### config.mk
export PLATFORM = sky130hd
export DESIGN_NAME = fill_assembler_flat
export DESIGN_NICKNAME = d
export VERILOG_FILES = /design/src/rtl/fill_assembler_pkg.sv /design/src/rtl/fill_assembler_if.sv /design/src/rtl/fill_assembler_out_reg.sv /design/src/rtl/fill_assembler.sv /design/src/flat_wrapper.sv
export SDC_FILE = /design/constraint.sdc
export NUM_CORES = 1
export LEC_CHECK = 0
export CAP_MARGIN = 20
export CORE_UTILIZATION = 30
export CTS_CLUSTER_DIAMETER = 150
export CTS_CLUSTER_SIZE = 28
export DETAILED_ROUTE_END_ITERATION = 8
export PLACE_DENSITY_LB_ADDON = 0.05
export REMOVE_ABC_BUFFERS = 1
export SETUP_SLACK_MARGIN = 0.05
export SLEW_MARGIN = 40
export SYNTH_ARGS = -nofsm -noshare
export SYNTH_HDL_FRONTEND = slang
export SYNTH_HIERARCHICAL = 1
export SYNTH_SLANG_ARGS = --single-unit
export TNS_END_PERCENT = 30
### constraint.sdc
create_clock -name clk -period 6.1 [get_ports clk]
set_input_delay 1.525 -clock clk [delete_from_list [all_inputs] [get_ports clk]]
set_output_delay 1.525 -clock clk [all_outputs]
set_load 0.01 [all_outputs]
### src/rtl/fill_assembler_pkg.sv
// rtl/fill_assembler_pkg.sv - default sizes, fill request type and sizing helper for the fill assembler
package fill_assembler_pkg;

    localparam int DEF_CACHE_LINE_SIZE = 64;
    localparam int DEF_MEM_BEAT_SIZE   = 16;
    localparam int DEF_LINE_ADDR_WIDTH = 26;
    localparam int DEF_TAG_WIDTH       = 4;

    // $clog2 floored at one bit so a single-beat line still gets a counter.
    function automatic int up_clog2(input int n);
        return (n > 1) ? $clog2(n) : 1;
    endfunction

    localparam int BEATS_PER_LINE = DEF_CACHE_LINE_SIZE / DEF_MEM_BEAT_SIZE;
    localparam int BEAT_SEL_BITS  = up_clog2(BEATS_PER_LINE);

    typedef struct packed {
        logic [DEF_LINE_ADDR_WIDTH-1:0]   addr;
        logic [DEF_TAG_WIDTH-1:0]         tag;
        logic [DEF_CACHE_LINE_SIZE*8-1:0] data;
    } fill_req_t;

endpackage

### src/rtl/fill_assembler_if.sv
// rtl/fill_assembler_if.sv - memory response beat bus and assembled fill bus
interface fill_assembler_if #(
    parameter int LINE_ADDR_WIDTH = 26,
    parameter int TAG_WIDTH       = 4,
    parameter int BEAT_BITS       = 128,
    parameter int LINE_BITS       = 512
);
    logic                       mem_rsp_valid;
    logic [BEAT_BITS-1:0]       mem_rsp_data;
    logic [LINE_ADDR_WIDTH-1:0] mem_rsp_addr;
    logic [TAG_WIDTH-1:0]       mem_rsp_tag;
    logic                       mem_rsp_ready;
    logic                       fill_valid;
    logic [LINE_ADDR_WIDTH-1:0] fill_addr;
    logic [TAG_WIDTH-1:0]       fill_tag;
    logic [LINE_BITS-1:0]       fill_data;
    logic                       fill_ready;
    logic                       err_tag;

    modport master (
        output mem_rsp_valid, mem_rsp_data, mem_rsp_addr, mem_rsp_tag, fill_ready,
        input  mem_rsp_ready, fill_valid, fill_addr, fill_tag, fill_data, err_tag
    );

    modport slave (
        input  mem_rsp_valid, mem_rsp_data, mem_rsp_addr, mem_rsp_tag, fill_ready,
        output mem_rsp_ready, fill_valid, fill_addr, fill_tag, fill_data, err_tag
    );
endinterface

### src/rtl/fill_assembler_out_reg.sv
// rtl/fill_assembler_out_reg.sv - one-entry valid/ready holding register for an assembled line
module fill_assembler_out_reg #(
    parameter type T = fill_assembler_pkg::fill_req_t
) (
    input  logic clk,
    input  logic reset,
    input  logic in_valid,
    input  T     in_data,
    output logic in_ready,
    output logic out_valid,
    output T     out_data,
    input  logic out_ready
);
    // A drain and a reload may share one edge, keeping out_valid high.
    assign in_ready = ~out_valid | out_ready;

    always_ff @(posedge clk) begin
        if (reset) begin
            out_valid <= 1'b0;
        end else if (in_valid && in_ready) begin
            out_valid <= 1'b1;
        end else if (out_ready) begin
            out_valid <= 1'b0;
        end
    end

    always_ff @(posedge clk) begin
        if (in_valid && in_ready) begin
            out_data <= in_data;
        end
    end
endmodule

### src/rtl/fill_assembler.sv
// rtl/fill_assembler.sv - collects in-order memory beats into a full cache line and presents it as one fill
module fill_assembler
    import fill_assembler_pkg::*;
#(
    parameter int CACHE_LINE_SIZE = DEF_CACHE_LINE_SIZE,
    parameter int MEM_BEAT_SIZE   = DEF_MEM_BEAT_SIZE,
    parameter int LINE_ADDR_WIDTH = DEF_LINE_ADDR_WIDTH,
    parameter int TAG_WIDTH       = DEF_TAG_WIDTH
) (
    input  logic             clk,
    input  logic             reset,
    fill_assembler_if.slave  bus
);
    localparam int BEATS     = CACHE_LINE_SIZE / MEM_BEAT_SIZE;
    localparam int BEAT_BITS = MEM_BEAT_SIZE * 8;
    localparam int LINE_BITS = CACHE_LINE_SIZE * 8;
    localparam int CW        = up_clog2(BEATS);
    localparam logic [CW-1:0] LAST_BEAT = CW'(BEATS - 1);

    typedef struct packed {
        logic [LINE_ADDR_WIDTH-1:0] addr;
        logic [TAG_WIDTH-1:0]       tag;
        logic [LINE_BITS-1:0]       data;
    } line_t;

    logic [CW-1:0]              beat_cnt;
    logic [LINE_ADDR_WIDTH-1:0] addr_q;
    logic [TAG_WIDTH-1:0]       tag_q;
    logic                       err_q;
    logic                       is_last;
    logic                       accept;
    logic                       out_in_ready;
    logic                       out_valid;
    logic [LINE_BITS-1:0]       line_data;
    line_t                      line_in;
    line_t                      line_out;

    assign is_last           = (beat_cnt == LAST_BEAT);
    assign bus.mem_rsp_ready = ~is_last | out_in_ready;
    assign accept            = bus.mem_rsp_valid & bus.mem_rsp_ready;

    always_ff @(posedge clk) begin
        if (reset) begin
            beat_cnt <= '0;
            err_q    <= 1'b0;
        end else if (accept) begin
            beat_cnt <= is_last ? '0 : beat_cnt + CW'(1);
            if (beat_cnt == '0) begin
                addr_q <= bus.mem_rsp_addr;
                tag_q  <= bus.mem_rsp_tag;
            end else if (bus.mem_rsp_addr != addr_q || bus.mem_rsp_tag != tag_q) begin
                err_q <= 1'b1;
            end
        end
    end

    // The last beat bypasses the buffer and goes straight into the output register.
    generate
        if (BEATS > 1) begin : g_asm
            logic [LINE_BITS-BEAT_BITS-1:0] asm_q;
            always_ff @(posedge clk) begin
                if (accept) begin
                    for (int k = 0; k < BEATS - 1; k++) begin
                        if (beat_cnt == CW'(k)) begin
                            asm_q[k*BEAT_BITS +: BEAT_BITS] <= bus.mem_rsp_data;
                        end
                    end
                end
            end
            assign line_data = {bus.mem_rsp_data, asm_q};
        end else begin : g_single
            assign line_data = bus.mem_rsp_data;
        end
    endgenerate

    // Single-beat lines never latch, so take addr/tag straight from the bus.
    assign line_in.addr = (beat_cnt == '0) ? bus.mem_rsp_addr : addr_q;
    assign line_in.tag  = (beat_cnt == '0) ? bus.mem_rsp_tag  : tag_q;
    assign line_in.data = line_data;

    fill_assembler_out_reg #(.T(line_t)) u_out_reg (
        .clk       (clk),
        .reset     (reset),
        .in_valid  (accept & is_last),
        .in_data   (line_in),
        .in_ready  (out_in_ready),
        .out_valid (out_valid),
        .out_data  (line_out),
        .out_ready (bus.fill_ready)
    );

    assign bus.fill_valid = out_valid;
    assign bus.fill_addr  = line_out.addr;
    assign bus.fill_tag   = line_out.tag;
    assign bus.fill_data  = line_out.data;
    assign bus.err_tag    = err_q;
endmodule

### src/flat_wrapper.sv
// flat-port wrapper written by rule: the top's interface ports become plain ports
module fill_assembler_flat import fill_assembler_pkg::*;
#(
    parameter int CACHE_LINE_SIZE = DEF_CACHE_LINE_SIZE,
    parameter int MEM_BEAT_SIZE   = DEF_MEM_BEAT_SIZE,
    parameter int LINE_ADDR_WIDTH = DEF_LINE_ADDR_WIDTH,
    parameter int TAG_WIDTH       = DEF_TAG_WIDTH
)
  (clk, reset, bus_mem_rsp_valid, bus_mem_rsp_data, bus_mem_rsp_addr, bus_mem_rsp_tag, bus_fill_ready, bus_mem_rsp_ready, bus_fill_valid, bus_fill_addr, bus_fill_tag, bus_fill_data, bus_err_tag);
  fill_assembler_if #(.LINE_ADDR_WIDTH(LINE_ADDR_WIDTH), .TAG_WIDTH(TAG_WIDTH), .BEAT_BITS(128), .LINE_BITS(512)) bus_i ();
  input  logic clk;
  input  logic reset;
  input wire logic [$bits(bus_i.mem_rsp_valid)-1:0] bus_mem_rsp_valid;
  input wire logic [$bits(bus_i.mem_rsp_data)-1:0] bus_mem_rsp_data;
  input wire logic [$bits(bus_i.mem_rsp_addr)-1:0] bus_mem_rsp_addr;
  input wire logic [$bits(bus_i.mem_rsp_tag)-1:0] bus_mem_rsp_tag;
  input wire logic [$bits(bus_i.fill_ready)-1:0] bus_fill_ready;
  output wire logic [$bits(bus_i.mem_rsp_ready)-1:0] bus_mem_rsp_ready;
  output wire logic [$bits(bus_i.fill_valid)-1:0] bus_fill_valid;
  output wire logic [$bits(bus_i.fill_addr)-1:0] bus_fill_addr;
  output wire logic [$bits(bus_i.fill_tag)-1:0] bus_fill_tag;
  output wire logic [$bits(bus_i.fill_data)-1:0] bus_fill_data;
  output wire logic [$bits(bus_i.err_tag)-1:0] bus_err_tag;
  assign bus_i.mem_rsp_valid = bus_mem_rsp_valid;
  assign bus_i.mem_rsp_data = bus_mem_rsp_data;
  assign bus_i.mem_rsp_addr = bus_mem_rsp_addr;
  assign bus_i.mem_rsp_tag = bus_mem_rsp_tag;
  assign bus_i.fill_ready = bus_fill_ready;
  assign bus_mem_rsp_ready = bus_i.mem_rsp_ready;
  assign bus_fill_valid = bus_i.fill_valid;
  assign bus_fill_addr = bus_i.fill_addr;
  assign bus_fill_tag = bus_i.fill_tag;
  assign bus_fill_data = bus_i.fill_data;
  assign bus_err_tag = bus_i.err_tag;
  fill_assembler #(.CACHE_LINE_SIZE(CACHE_LINE_SIZE), .MEM_BEAT_SIZE(MEM_BEAT_SIZE), .LINE_ADDR_WIDTH(LINE_ADDR_WIDTH), .TAG_WIDTH(TAG_WIDTH)) u_core (.clk(clk), .reset(reset), .bus(bus_i));
endmodule
==> flow_metrics.py, run 1 <==
metrics = {
    "sta": {
        "final-setup-viol-count": 0,
        "final_max_slew_viol_count": 0,
        "finalSetupTns_ns": 0,
        "rsz0062_at_grt": "false",
        "finalWorstPathRequiredPeriod_ns": 4.51,
        "timing.final.crit_share": 0.739,
        "max-slew-margin-rel": 0.580,
        "max_clock_freq_ghz": 0.222,
        "setup_slack_ns": 1.59,
        "worst_hold_slack_ns": 0.411,
        "worstMarginPinSlew_ns": 0.624,
        "finalClockSkew_ns": 0.0312,
        "report.final.hold_viol_count": 0,
    },
    "clock_tree": {
        "cts_num_sinks": 960,
        "htree_num_levels": 2,
        "clock_tree.buffer_depth": 3,
        "clk-insertion-delay-late_ns": 0.59,
        "clk_pin_slew_worst_paths_ns": 0.11,
        "clock-root-buffer": "sky130_fd_sc_hd__clkbuf_16",
        "tritoncts": "done",
        "cts_hold_buffers": 0,
        "cells_resized_by_post_cts_repair": 0,
        "cts_setup_buffers": 0,
        "tritoncts.num_buffers": 40,
    },
    "synth": {
        "post_synthesis_register_bit_count": 960,
        "main_combinational_cell_family_by_area_after_synthesis": "multiplexers",
        "seq_area_frac_synth": 0.971,
        "ys_warn_count": 6,
        "synth_compound_area_frac": 0.00101,
        "muxShareOfSynthArea": 0.0114,
        "synth-simple-area-share": 0.00511,
        "syn-cell-area_sq_mm": 0.0296,
        "post_synthesis_cells": 1059,
        "synth_adder_area_share": 0.00169,
        "avgSynthCellArea_sq_um": 28.0,
        "count_of_cell_types_in_the_netlist": 23,
        "post_synth_xor_area_fraction": 0.00886,
    },
    "global_routing": {
        "first_global_vias": 13300,
        "grt_max_degree": 87,
        "antenna_found_initial": 4,
        "grt_first_pass_wirelength_mm": 101,
        "globalRouteOverflowTotal": 0,
        "globalRouteTotalUtil": 0.142,
    },
    "placement": {
        "placedInstanceArea_sq_mm": 0.0387,
        "post_detailed_placement_half_perimeter_wirelength_mm": 52.1,
        "numPlacedInstances": 3062,
        "post-place-ws_ns": 1.57,
        "buffer_ports.inserted": 706,
        "place.gp.congestion": 0.753,
    },
    "route": {
        "postRouteWirelength_mm": 73.7,
        "vias": 12800,
        "drt.antenna.violating_nets": 0,
        "drt_pass1_iterations": 4,
        "detail_route.drc_violations": 0,
        "count_of_routing_violations_after_the_opening_detailed_route_iteration": 938,
        "routed_wire_length_per_instance_microns": 23.7,
        "via_per_inst": 4.12,
    },
    "setup_path": {
        "critPathMaxFanout": 6,
        "worst_setup_path_end_kind": "output pin",
        "arr_time_crit_path_ns": 2.98,
        "worst_ep_required_time_ns": 4.58,
        "delay_of_the_slowest_critical_path_stage_ns": 0.58,
        "crit_path_top_delay_cell": "sky130_fd_sc_hd__clkdlybuf4s50_1",
        "timing.setup.critical_path_class": "input pin to output pin",
        "start_kind": "input pin",
        "crit_chain": "clkdlybuf4s50_1 > nand2b_4 > nand2b_1 > clkdlybuf4s50_1",
        "cp_common_cell": "sky130_fd_sc_hd__clkdlybuf4s50_1",
    },
    "finish": {
        "finish.cell_count_without_fillers": 3112,
        "layout-area-overhead-vs-synth_pct": 34.1,
        "multiInputGateArea_sq_um": 850,
        "fin_nets": 1994,
        "num-fill-cells": 8598,
        "finalCoreUtilization": 0.409,
        "antenna_cells_inserted": 0,
        "post_route_cells_drive_above_1_share": 0.0572,
        "area.sequential_sq_mm": 0.0288,
        "postLayoutCellArea_sq_mm": 0.0398,
    },
    "floorplan": {
        "die_h_microns": 316,
        "starting_density_of_the_core": 0.305,
        "io_pins": 707,
        "num_rows": 114,
        "die_width_microns": 316,
        "fp.coreArea_sq_mm": 0.0973,
        "dieArea_sq_mm": 0.100,
    },
    "run": {
        "max-cap-violations": 0,
    },
    "pwr": {
        "total_chip_power_mw": 11.0,
        "peak_supply_drop_uv": 167,
        "power_leakage_nw": 12.5,
        "power_per_cell_area_mw_per_mm2": 277,
    },
    "hold_path": {
        "class_of_the_worst_hold_path": "register to register",
    },
    "status": {
        "run_status": "complete, no violations",
    },
}
-- critical path, delay by kind of cell --
kind / cells / cell delay, ns
buf+inv: 2 / 1.07
simple gates: 2 / 0.38
-- layout by cell type (no fill, tap or decap) --
master,netlist,routed
sky130_fd_sc_hd__o41ai_1,1,1
sky130_fd_sc_hd__nor2_1,3,2
sky130_fd_sc_hd__nor4_2,1,1
sky130_fd_sc_hd__clkdlybuf4s50_1,0,706
sky130_fd_sc_hd__buf_4,0,11
sky130_fd_sc_hd__nor4_1,5,5
sky130_fd_sc_hd__nand4_1,3,3
sky130_fd_sc_hd__ha_1,4,4
sky130_fd_sc_hd__mux2_2,30,30
sky130_fd_sc_hd__xnor2_1,10,10
sky130_fd_sc_hd__xor2_1,20,20
sky130_fd_sc_hd__nand2b_4,1,1
sky130_fd_sc_hd__inv_16,0,1
sky130_fd_sc_hd__nor2_2,0,1
sky130_fd_sc_hd__edfxtp_1,956,956
sky130_fd_sc_hd__and3_4,0,3
sky130_fd_sc_hd__dfxtp_1,4,4
sky130_fd_sc_hd__and2_4,1,1
sky130_fd_sc_hd__a21oi_1,1,1
sky130_fd_sc_hd__nand2b_1,2,2
sky130_fd_sc_hd__a22oi_1,1,1
sky130_fd_sc_hd__inv_1,3,3
sky130_fd_sc_hd__clkbuf_1,1,8
sky130_fd_sc_hd__and3_1,4,1
sky130_fd_sc_hd__buf_16,0,3
sky130_fd_sc_hd__nand2_1,2,2
sky130_fd_sc_hd__clkbuf_16,0,41
sky130_fd_sc_hd__nand3_1,2,2
sky130_fd_sc_hd__buf_12,0,11
sky130_fd_sc_hd__a21oi_2,1,1
-- routing by layer --
metal,vias to the layer above,wire length (microns),GRT usage
met5,-,45,0
met4,6,1600,0.0352
met3,70,6150,0.0489
met2,434,38600,0.255
met1,6569,27300,0.162
li1,5757,-,-
-- final timing paths --
| kind | start | endpoint | slack [ns] | depth (start not counted) |
|---|---|---|---|---|
| max | bus_fill_ready | bus_mem_rsp_ready | 1.59 | 4 |
| min | u_core/g_asm.asm_q[321] | u_core/u_out_reg/out_data[321] | 0.41 | 0 |
| max reg2reg | u_core/beat_cnt[0] | u_core/g_asm.asm_q[101] | 3.40 | 6 |
| min reg2reg | u_core/g_asm.asm_q[321] | u_core/u_out_reg/out_data[321] | 0.41 | 0 |
-- Yosys cell counts --
cell type                    n  share of area
sky130_fd_sc_hd__and2_4      1        0.00030
sky130_fd_sc_hd__o41ai_1     1        0.00030
sky130_fd_sc_hd__ha_1        4         0.0017
sky130_fd_sc_hd__nor4_2      1        0.00042
sky130_fd_sc_hd__nand2b_1    2        0.00042
sky130_fd_sc_hd__a22oi_1     1        0.00025
sky130_fd_sc_hd__a21oi_2     1        0.00030
sky130_fd_sc_hd__buf_2       3        0.00051
sky130_fd_sc_hd__nand4_1     3        0.00063
sky130_fd_sc_hd__and3_1      4        0.00084
sky130_fd_sc_hd__inv_1       3        0.00038
sky130_fd_sc_hd__nand3_1     2        0.00034
sky130_fd_sc_hd__nand2b_4    1        0.00046
sky130_fd_sc_hd__a21oi_1     1        0.00017
sky130_fd_sc_hd__xor2_1     20         0.0059
sky130_fd_sc_hd__nor2_1      3        0.00038
sky130_fd_sc_hd__dfxtp_1     4         0.0027
sky130_fd_sc_hd__nor4_1      5         0.0011
sky130_fd_sc_hd__clkbuf_1    1        0.00013
sky130_fd_sc_hd__nand2_1     2        0.00025
sky130_fd_sc_hd__edfxtp_1  956           0.97
sky130_fd_sc_hd__xnor2_1    10         0.0030
sky130_fd_sc_hd__mux2_2     30          0.011
-- cell families after synthesis --
group	after synthesis
xor gates and xnor gates	30
AOI/OAI and AO/OA	4
buffers and inverters	7
adders and majority gates	4
and+or+nand+nor	24
DFF	960
muxes	30
-- state kept, by name, summed over array words and instances (netlist names) --
signal and cells:
u_core/addr_q 26, u_core/beat_cnt 2, u_core/bus.err_tag 1, u_core/g_asm.asm_q 384, u_core/tag_q 4, u_core/u_out_reg/out_data 542, u_core/u_out_reg/out_valid 1
-- power breakdown --
group          internal (mW)  switching [mW]  total, mW
combinational          0.184           0.233      0.418
clock                   1.24            1.90       3.14
sequential              7.42          0.0384       7.46
-- final cells by class --
| cell class | count | share of cell area |
|---|---|---|
| clock inverters | 1 | 0.000503 |
| well taps | 1276 | 0.0401 |
| inverters | 3 | 0.000283 |
| multi-input cells | 92 | 0.0214 |
| clock buffers | 49 | 0.0266 |
| repair buffers | 731 | 0.187 |
| flip-flops and latches | 960 | 0.724 |
Note: power is estimated with default switching activity, not from simulation.
==> run 2, diff against run 1 <==
==> constraint.sdc (replaced) <==
create_clock -name clk -period 3.7 [get_ports clk]
set_input_delay 0.925 -clock clk [delete_from_list [all_inputs] [get_ports clk]]
set_output_delay 0.925 -clock clk [all_outputs]
set_load 0.01 [all_outputs]
==> run 2 against run 1 <==
Net effect:
- sequential power rose by 65%
- first-iteration DRC count down 16%
- worst hold slack worse by 0.0023 ns
- final cell count increased by 0.42%
- count of clock-buffer cells in the layout is the same
- wire length up 0.53%
- design area rose by 0.21%
- combinational power grew 65%
==> flow_metrics.py, run 2 (synthesis gave the netlist of run 1 again) <==
metrics = {
    "status": {
        "run_status": "complete, no violations",
    },
    "finish": {
        "post_route_cells_drive_above_1_share": 0.0633,
        "largest-register": "u_core/u_out_reg/out_data",
        "layout-area-overhead-vs-synth_pct": 34.4,
        "layout_common_cells": "sky130_fd_sc_hd__edfxtp_1 (956), sky130_fd_sc_hd__clkdlybuf4s50_1 (706), sky130_fd_sc_hd__clkbuf_16 (41)",
        "largest_registers": "u_core/u_out_reg/out_data: 542 flops, u_core/g_asm.asm_q: 384 flops, u_core/addr_q: 26 flops",
        "largest_reg_flops": 542,
        "multiInputGateArea_sq_um": 850,
        "area.sequential_sq_mm": 0.0288,
        "num-fill-cells": 8594,
        "fin_nets": 2006,
        "mostFrequentLayoutCell": "sky130_fd_sc_hd__edfxtp_1",
        "finish.cell_count_without_fillers": 3125,
        "finalCoreUtilization": 0.410,
    },
    "pwr": {
        "power_per_cell_area_mw_per_mm2": 455,
        "power_leakage_nw": 12.6,
        "peak_supply_drop_uv": 270,
    },
    "clock_tree": {
        "clk_pin_slew_worst_paths_ns": 0.12,
        "cts_num_sinks": 960,
        "htree_num_levels": 2,
        "cts_setup_buffers": 0,
        "clock_tree.buffer_depth": 3,
        "tritoncts.num_buffers": 40,
        "cells_resized_by_post_cts_repair": 0,
        "tritoncts": "done",
        "clk-insertion-delay-late_ns": 0.60,
        "cts_hold_buffers": 0,
        "clock-root-buffer": "sky130_fd_sc_hd__clkbuf_16",
    },
    "sta": {
        "final-setup-viol-count": 0,
        "rsz0062_at_grt": "false",
        "worstMarginPinSlew_ns": 0.595,
        "timing.final.crit_share": 0.875,
        "finalClockSkew_ns": 0.0337,
        "final_max_slew_viol_count": 0,
        "report.final.hold_viol_count": 0,
        "max-slew-margin-rel": 0.603,
        "max_clock_freq_ghz": 0.309,
        "setup_slack_ns": 0.463,
        "finalWorstPathRequiredPeriod_ns": 3.24,
    },
    "global_routing": {
        "globalRouteTotalUtil": 0.142,
        "grt_first_pass_wirelength_mm": 100,
        "grt_max_degree": 99,
        "globalRouteOverflowTotal": 0,
        "antenna_found_initial": 4,
        "first_global_vias": 13200,
    },
    "setup_path": {
        "crit_path_top_delay_cell": "sky130_fd_sc_hd__clkdlybuf4s50_1",
        "worst_ep_required_time_ns": 2.77,
        "worst_setup_path_end_kind": "output pin",
        "timing.reg2reg.setup_slack_ns": 1.47,
        "crit_chain": "clkdlybuf4s50_1 > nand2b_4 > nand2b_1 > clkdlybuf4s50_1",
        "delay_of_the_slowest_critical_path_stage_ns": 0.56,
        "timing.setup.critical_path_class": "input pin to output pin",
        "critical_path_depth": 4,
        "critPathMaxFanout": 4,
        "worst-r2r-cell-count": 5,
        "arr_time_crit_path_ns": 2.31,
        "start_kind": "input pin",
        "cpLargestDelayFamily": "buffers and inverters",
        "critical_path.n_buffers_inverters": 2,
        "cp_common_cell": "sky130_fd_sc_hd__clkdlybuf4s50_1",
    },
    "route": {
        "detail_route.drc_violations": 0,
        "routed_wire_length_per_instance_microns": 23.7,
        "vias": 12900,
        "via_per_inst": 4.12,
        "count_of_routing_violations_after_the_opening_detailed_route_iteration": 789,
        "drt.antenna.violating_nets": 0,
        "drt_pass1_iterations": 5,
        "postRouteWirelength_mm": 74.1,
    },
    "floorplan": {
        "io_pins": 707,
        "dieArea_sq_mm": 0.100,
        "die_h_microns": 316,
        "fp.coreArea_sq_mm": 0.0973,
        "starting_density_of_the_core": 0.305,
        "die_width_microns": 316,
        "num_rows": 114,
    },
    "placement": {
        "numPlacedInstances": 3074,
        "post-place-ws_ns": 0.469,
        "buffer_ports.inserted": 706,
        "place.gp.congestion": 0.743,
        "post_detailed_placement_half_perimeter_wirelength_mm": 52.8,
    },
    "hold_path": {
        "class_of_the_worst_hold_path": "register to register",
        "min_path_cells": 0,
    },
    "run": {
        "max-cap-violations": 0,
    },
}
run 2: worst reg2reg max path, stage by stage, from the launching register on:
cell and delay, ns:
sky130_fd_sc_hd__dfxtp_1 0.37, sky130_fd_sc_hd__inv_1 0.09, sky130_fd_sc_hd__ha_1 0.14, sky130_fd_sc_hd__buf_4 0.40
sky130_fd_sc_hd__and3_4 0.42, sky130_fd_sc_hd__buf_12 0.31
run 2: path summary, 6_finish.rpt:
check | startpoint | end
min | u_core/g_asm.asm_q[142] | u_core/u_out_reg/out_data[142]
max reg2reg | u_core/beat_cnt[0] | u_core/g_asm.asm_q[10]
min reg2reg | u_core/g_asm.asm_q[142] | u_core/u_out_reg/out_data[142]
max | bus_fill_ready | bus_mem_rsp_ready
run 2: metal layers:
layer,share of wire,GRT usage,up-vias,routed length [microns]
met5,0.00036,0,-,27
met4,0.017,0.0310,4,1250
met3,0.084,0.0479,63,6240
met2,0.52,0.253,444,38600
met1,0.38,0.165,6578,28000
li1,-,-,5796,-
run 2: where the power goes:
part | switching [mW] | total, mW | internal [mW]
logic | 0.384 | 0.690 | 0.306
clock network | 3.11 | 5.16 | 2.05
registers | 0.0661 | 12.3 | 12.2
total | 3.56 | 18.2 | 14.6
run 2: through the flow:
| step | setup TNS, ns | power [mW] | cell area (sq um) | hold slack (ns) |
|---|---|---|---|---|
| after global placement | 0 | 13.3 | 38800 | 0.401 |
| final | 0 | 18.2 | 39900 | 0.409 |
| after detailed placement | 0 | 13.3 | 38800 | 0.405 |
| after floorplan | -1361.11 | 12.8 | 29600 | 0.400 |
| after global routing | 0 | 18.8 | 39900 | 0.417 |
| after CTS | 0 | 18.5 | 39900 | 0.403 |
run 2: cell type report:
type,instances,share of cell area
antenna,1,0.0000628
clock buffer,49,0.0265
clock inverter,1,0.000502
inverter,3,0.000283
multi-input combinational,92,0.0213
sequential,960,0.722
tap,1276,0.0401
timing repair buffer,743,0.189
==> run 3, diff against run 2 <==
--- a/config.mk
+++ b/config.mk
@@ -6,10 +6,11 @@
 export NUM_CORES = 1
 export LEC_CHECK = 0
 export CAP_MARGIN = 20
-export CORE_UTILIZATION = 30
+export CORE_AREA = 2 2 279 281
 export CTS_CLUSTER_DIAMETER = 150
 export CTS_CLUSTER_SIZE = 28
 export DETAILED_ROUTE_END_ITERATION = 8
+export DIE_AREA = 0 0 281 283
 export PLACE_DENSITY_LB_ADDON = 0.05
 export REMOVE_ABC_BUFFERS = 1
 export SETUP_SLACK_MARGIN = 0.05
==> run 3 against run 2 <==
Net effect:
- via count increased by 0.63%
- register-to-register slack is essentially flat
- core utilization up 11 points
- fmax fell by 1.4%
- clock skew down 0.0087 ns
- sequential power is essentially flat
- design area down 0.60%
- combinational power grew 0.7%
- final cell count decreased by 7.6%
- worst setup slack got worse by 0.045 ns
- critical path type unchanged
- largest cell class unchanged
==> flow_metrics.py, run 3 (synthesis gave the netlist of run 1 again) <==
metrics = {
    "status": {
        "run_status": "complete, no violations",
    },
    "finish": {
        "largest_registers": "u_core/u_out_reg/out_data: 542 flops, u_core/g_asm.asm_q: 384 flops, u_core/addr_q: 26 flops",
        "mostFrequentLayoutCell": "sky130_fd_sc_hd__edfxtp_1",
        "area.sequential_sq_mm": 0.0288,
        "largest-register": "u_core/u_out_reg/out_data",
        "post_route_cells_drive_above_1_share": 0.0628,
        "layout-area-overhead-vs-synth_pct": 33.6,
        "fin_nets": 2003,
        "multiInputGateArea_sq_um": 850,
        "layout_common_cells": "sky130_fd_sc_hd__edfxtp_1 (956), sky130_fd_sc_hd__clkdlybuf4s50_1 (706), sky130_fd_sc_hd__clkbuf_16 (41)",
        "finalCoreUtilization": 0.517,
        "largest_reg_flops": 542,
        "num-fill-cells": 6071,
    },
    "setup_path": {
        "delay_of_the_slowest_critical_path_stage_ns": 0.61,
        "cpLargestDelayFamily": "buffers and inverters",
        "crit_path_top_delay_cell": "sky130_fd_sc_hd__clkdlybuf4s50_1",
        "cp_common_cell": "sky130_fd_sc_hd__clkdlybuf4s50_1",
        "arr_time_crit_path_ns": 2.36,
        "timing.rr.start": "u_core/beat_cnt[0]",
        "crit_chain": "clkdlybuf4s50_1 > nand2b_4 > nand2b_1 > clkdlybuf4s50_1",
        "critical_path.n_buffers_inverters": 2,
        "worst_ep_required_time_ns": 2.77,
        "timing.setup.critical_path_class": "input pin to output pin",
        "worst-r2r-cell-count": 5,
        "r2r_end": "u_core/g_asm.asm_q[4]",
        "critPathMaxFanout": 6,
        "timing.reg2reg.setup_slack_ns": 1.48,
        "start_kind": "input pin",
        "worst_setup_path_end_kind": "output pin",
    },
    "placement": {
        "place.gp.congestion": 0.781,
        "post_detailed_placement_half_perimeter_wirelength_mm": 51.7,
        "buffer_ports.inserted": 706,
    },
    "pwr": {
        "power.combinational.fraction": 0.038,
        "peak_supply_drop_uv": 335,
        "total_chip_power_mw": 18.2,
        "switching_share": 0.196,
        "power.internal_mw": 14.6,
        "power_per_cell_area_mw_per_mm2": 458,
        "clockPowerShare": 0.284,
        "power.switching_mw": 3.55,
        "sequentialPowerShare": 0.677,
        "power_leakage_nw": 12.6,
    },
    "sta": {
        "report.final.hold_viol_count": 0,
        "rsz0062_at_grt": "false",
        "timing.final.crit_share": 0.887,
        "finalSetupTns_ns": 0,
        "finalWorstPathRequiredPeriod_ns": 3.28,
        "finalClockSkew_ns": 0.0250,
        "final-setup-viol-count": 0,
        "worstMarginPinSlew_ns": 0.516,
        "max_clock_freq_ghz": 0.305,
        "max-slew-margin-rel": 0.656,
        "final_max_slew_viol_count": 0,
    },
    "global_routing": {
        "grt_max_degree": 92,
        "globalRouteOverflowTotal": 0,
        "antenna_found_initial": 3,
        "first_global_vias": 13100,
        "grt_first_pass_wirelength_mm": 99.4,
        "globalRouteTotalUtil": 0.176,
    },
    "floorplan": {
        "dieArea_sq_mm": 0.0795,
        "num_rows": 102,
        "fp.coreArea_sq_mm": 0.0767,
        "starting_density_of_the_core": 0.387,
        "io_pins": 707,
        "die_h_microns": 283,
        "die_width_microns": 281,
    },
    "route": {
        "drt_pass1_iterations": 5,
        "postRouteWirelength_mm": 71.6,
        "drt.antenna.violating_nets": 0,
        "count_of_routing_violations_after_the_opening_detailed_route_iteration": 981,
        "routed_wire_length_per_instance_microns": 24.8,
        "detail_route.drc_violations": 0,
        "vias": 13000,
        "via_per_inst": 4.49,
    },
    "hold_path": {
        "timing.hold.worst_endpoint": "u_core/u_out_reg/out_data[215]",
        "min_path_cells": 0,
        "class_of_the_worst_hold_path": "register to register",
        "hp-start": "u_core/g_asm.asm_q[215]",
    },
    "clock_tree": {
        "cts_setup_buffers": 0,
        "clk_pin_slew_worst_paths_ns": 0.10,
        "cts_hold_buffers": 0,
        "clk-insertion-delay-late_ns": 0.59,
        "cts_num_sinks": 960,
        "tritoncts.num_buffers": 40,
        "htree_num_levels": 2,
        "clock-root-buffer": "sky130_fd_sc_hd__clkbuf_16",
        "tritoncts": "done",
        "clock_tree.buffer_depth": 3,
        "cells_resized_by_post_cts_repair": 0,
    },
    "run": {
        "max-cap-violations": 0,
    },
}
run 3: changes by cell type in the layout (fill, tap and decap cells not counted):
cell                       change
sky130_fd_sc_hd__buf_4         -8
sky130_fd_sc_hd__diode_2       +1
sky130_fd_sc_hd__buf_12        +5
sky130_fd_sc_hd__inv_6         +2
sky130_fd_sc_hd__clkbuf_1      -1
run 3: worst max-delay path by stage:
stage / start / to / slack [ns] / cells after the start
2_1_floorplan: bus_fill_ready / u_core/u_out_reg/out_data[0] / -1.71 / 3
3_3_place_gp: bus_fill_ready / bus_mem_rsp_ready / 0.43 / 4
3_5_place_dp: bus_fill_ready / bus_mem_rsp_ready / 0.42 / 4
4_1_cts: bus_fill_ready / bus_mem_rsp_ready / 0.41 / 4
5_1_grt: bus_fill_ready / bus_mem_rsp_ready / 0.36 / 4
6_report: bus_fill_ready / bus_mem_rsp_ready / 0.42 / 4
run 3: per-layer routing:
| metal | GRT usage | part of all wire |
|---|---|---|
| met2 | 0.316 | 0.53 |
| met4 | 0.0421 | 0.022 |
| met3 | 0.0586 | 0.080 |
| met5 | 0 | 0.00056 |
| met1 | 0.203 | 0.37 |
run 3: cell type report:
cell class	instances	area share
Tap cell	1040	0.0328
Inverter	3	0.000284
Multi-Input combinational cell	92	0.0214
Sequential cell	960	0.727
Clock inverter	3	0.000947
Timing Repair Buffer	740	0.191
Clock buffer	48	0.0266
Antenna cell	2	0.000126
run 3: power by group through the flow:
stage	clock [mW]	sequential, mW	combinational, mW
2_1_floorplan	0	12.6	0.183
3_3_place_gp	0	12.5	0.704
3_5_place_dp	0	12.6	0.712
4_1_cts	5.37	12.3	0.714
5_1_grt	5.72	12.3	0.745
6_report	5.16	12.3	0.695
run 3: through the flow:
stage	instance area [sq um]	worst slack, ns	cells	hold slack (ns)
2_1_floorplan	29600	-1.71	1055	0.400
3_3_place_gp	38500	0.431	2835	0.400
3_5_place_dp	38500	0.422	2835	0.405
4_1_cts	39600	0.410	2886	0.402
5_1_grt	39600	0.359	2886	0.397
6_report	39600	0.418	2888	0.401
run 3: worst reg2reg max path: stages (launching register included):
cell and delay (ns):
sky130_fd_sc_hd__dfxtp_1 0.36, sky130_fd_sc_hd__inv_1 0.10, sky130_fd_sc_hd__ha_1 0.16, sky130_fd_sc_hd__buf_4 0.39
sky130_fd_sc_hd__and3_4 0.42, sky130_fd_sc_hd__buf_12 0.32
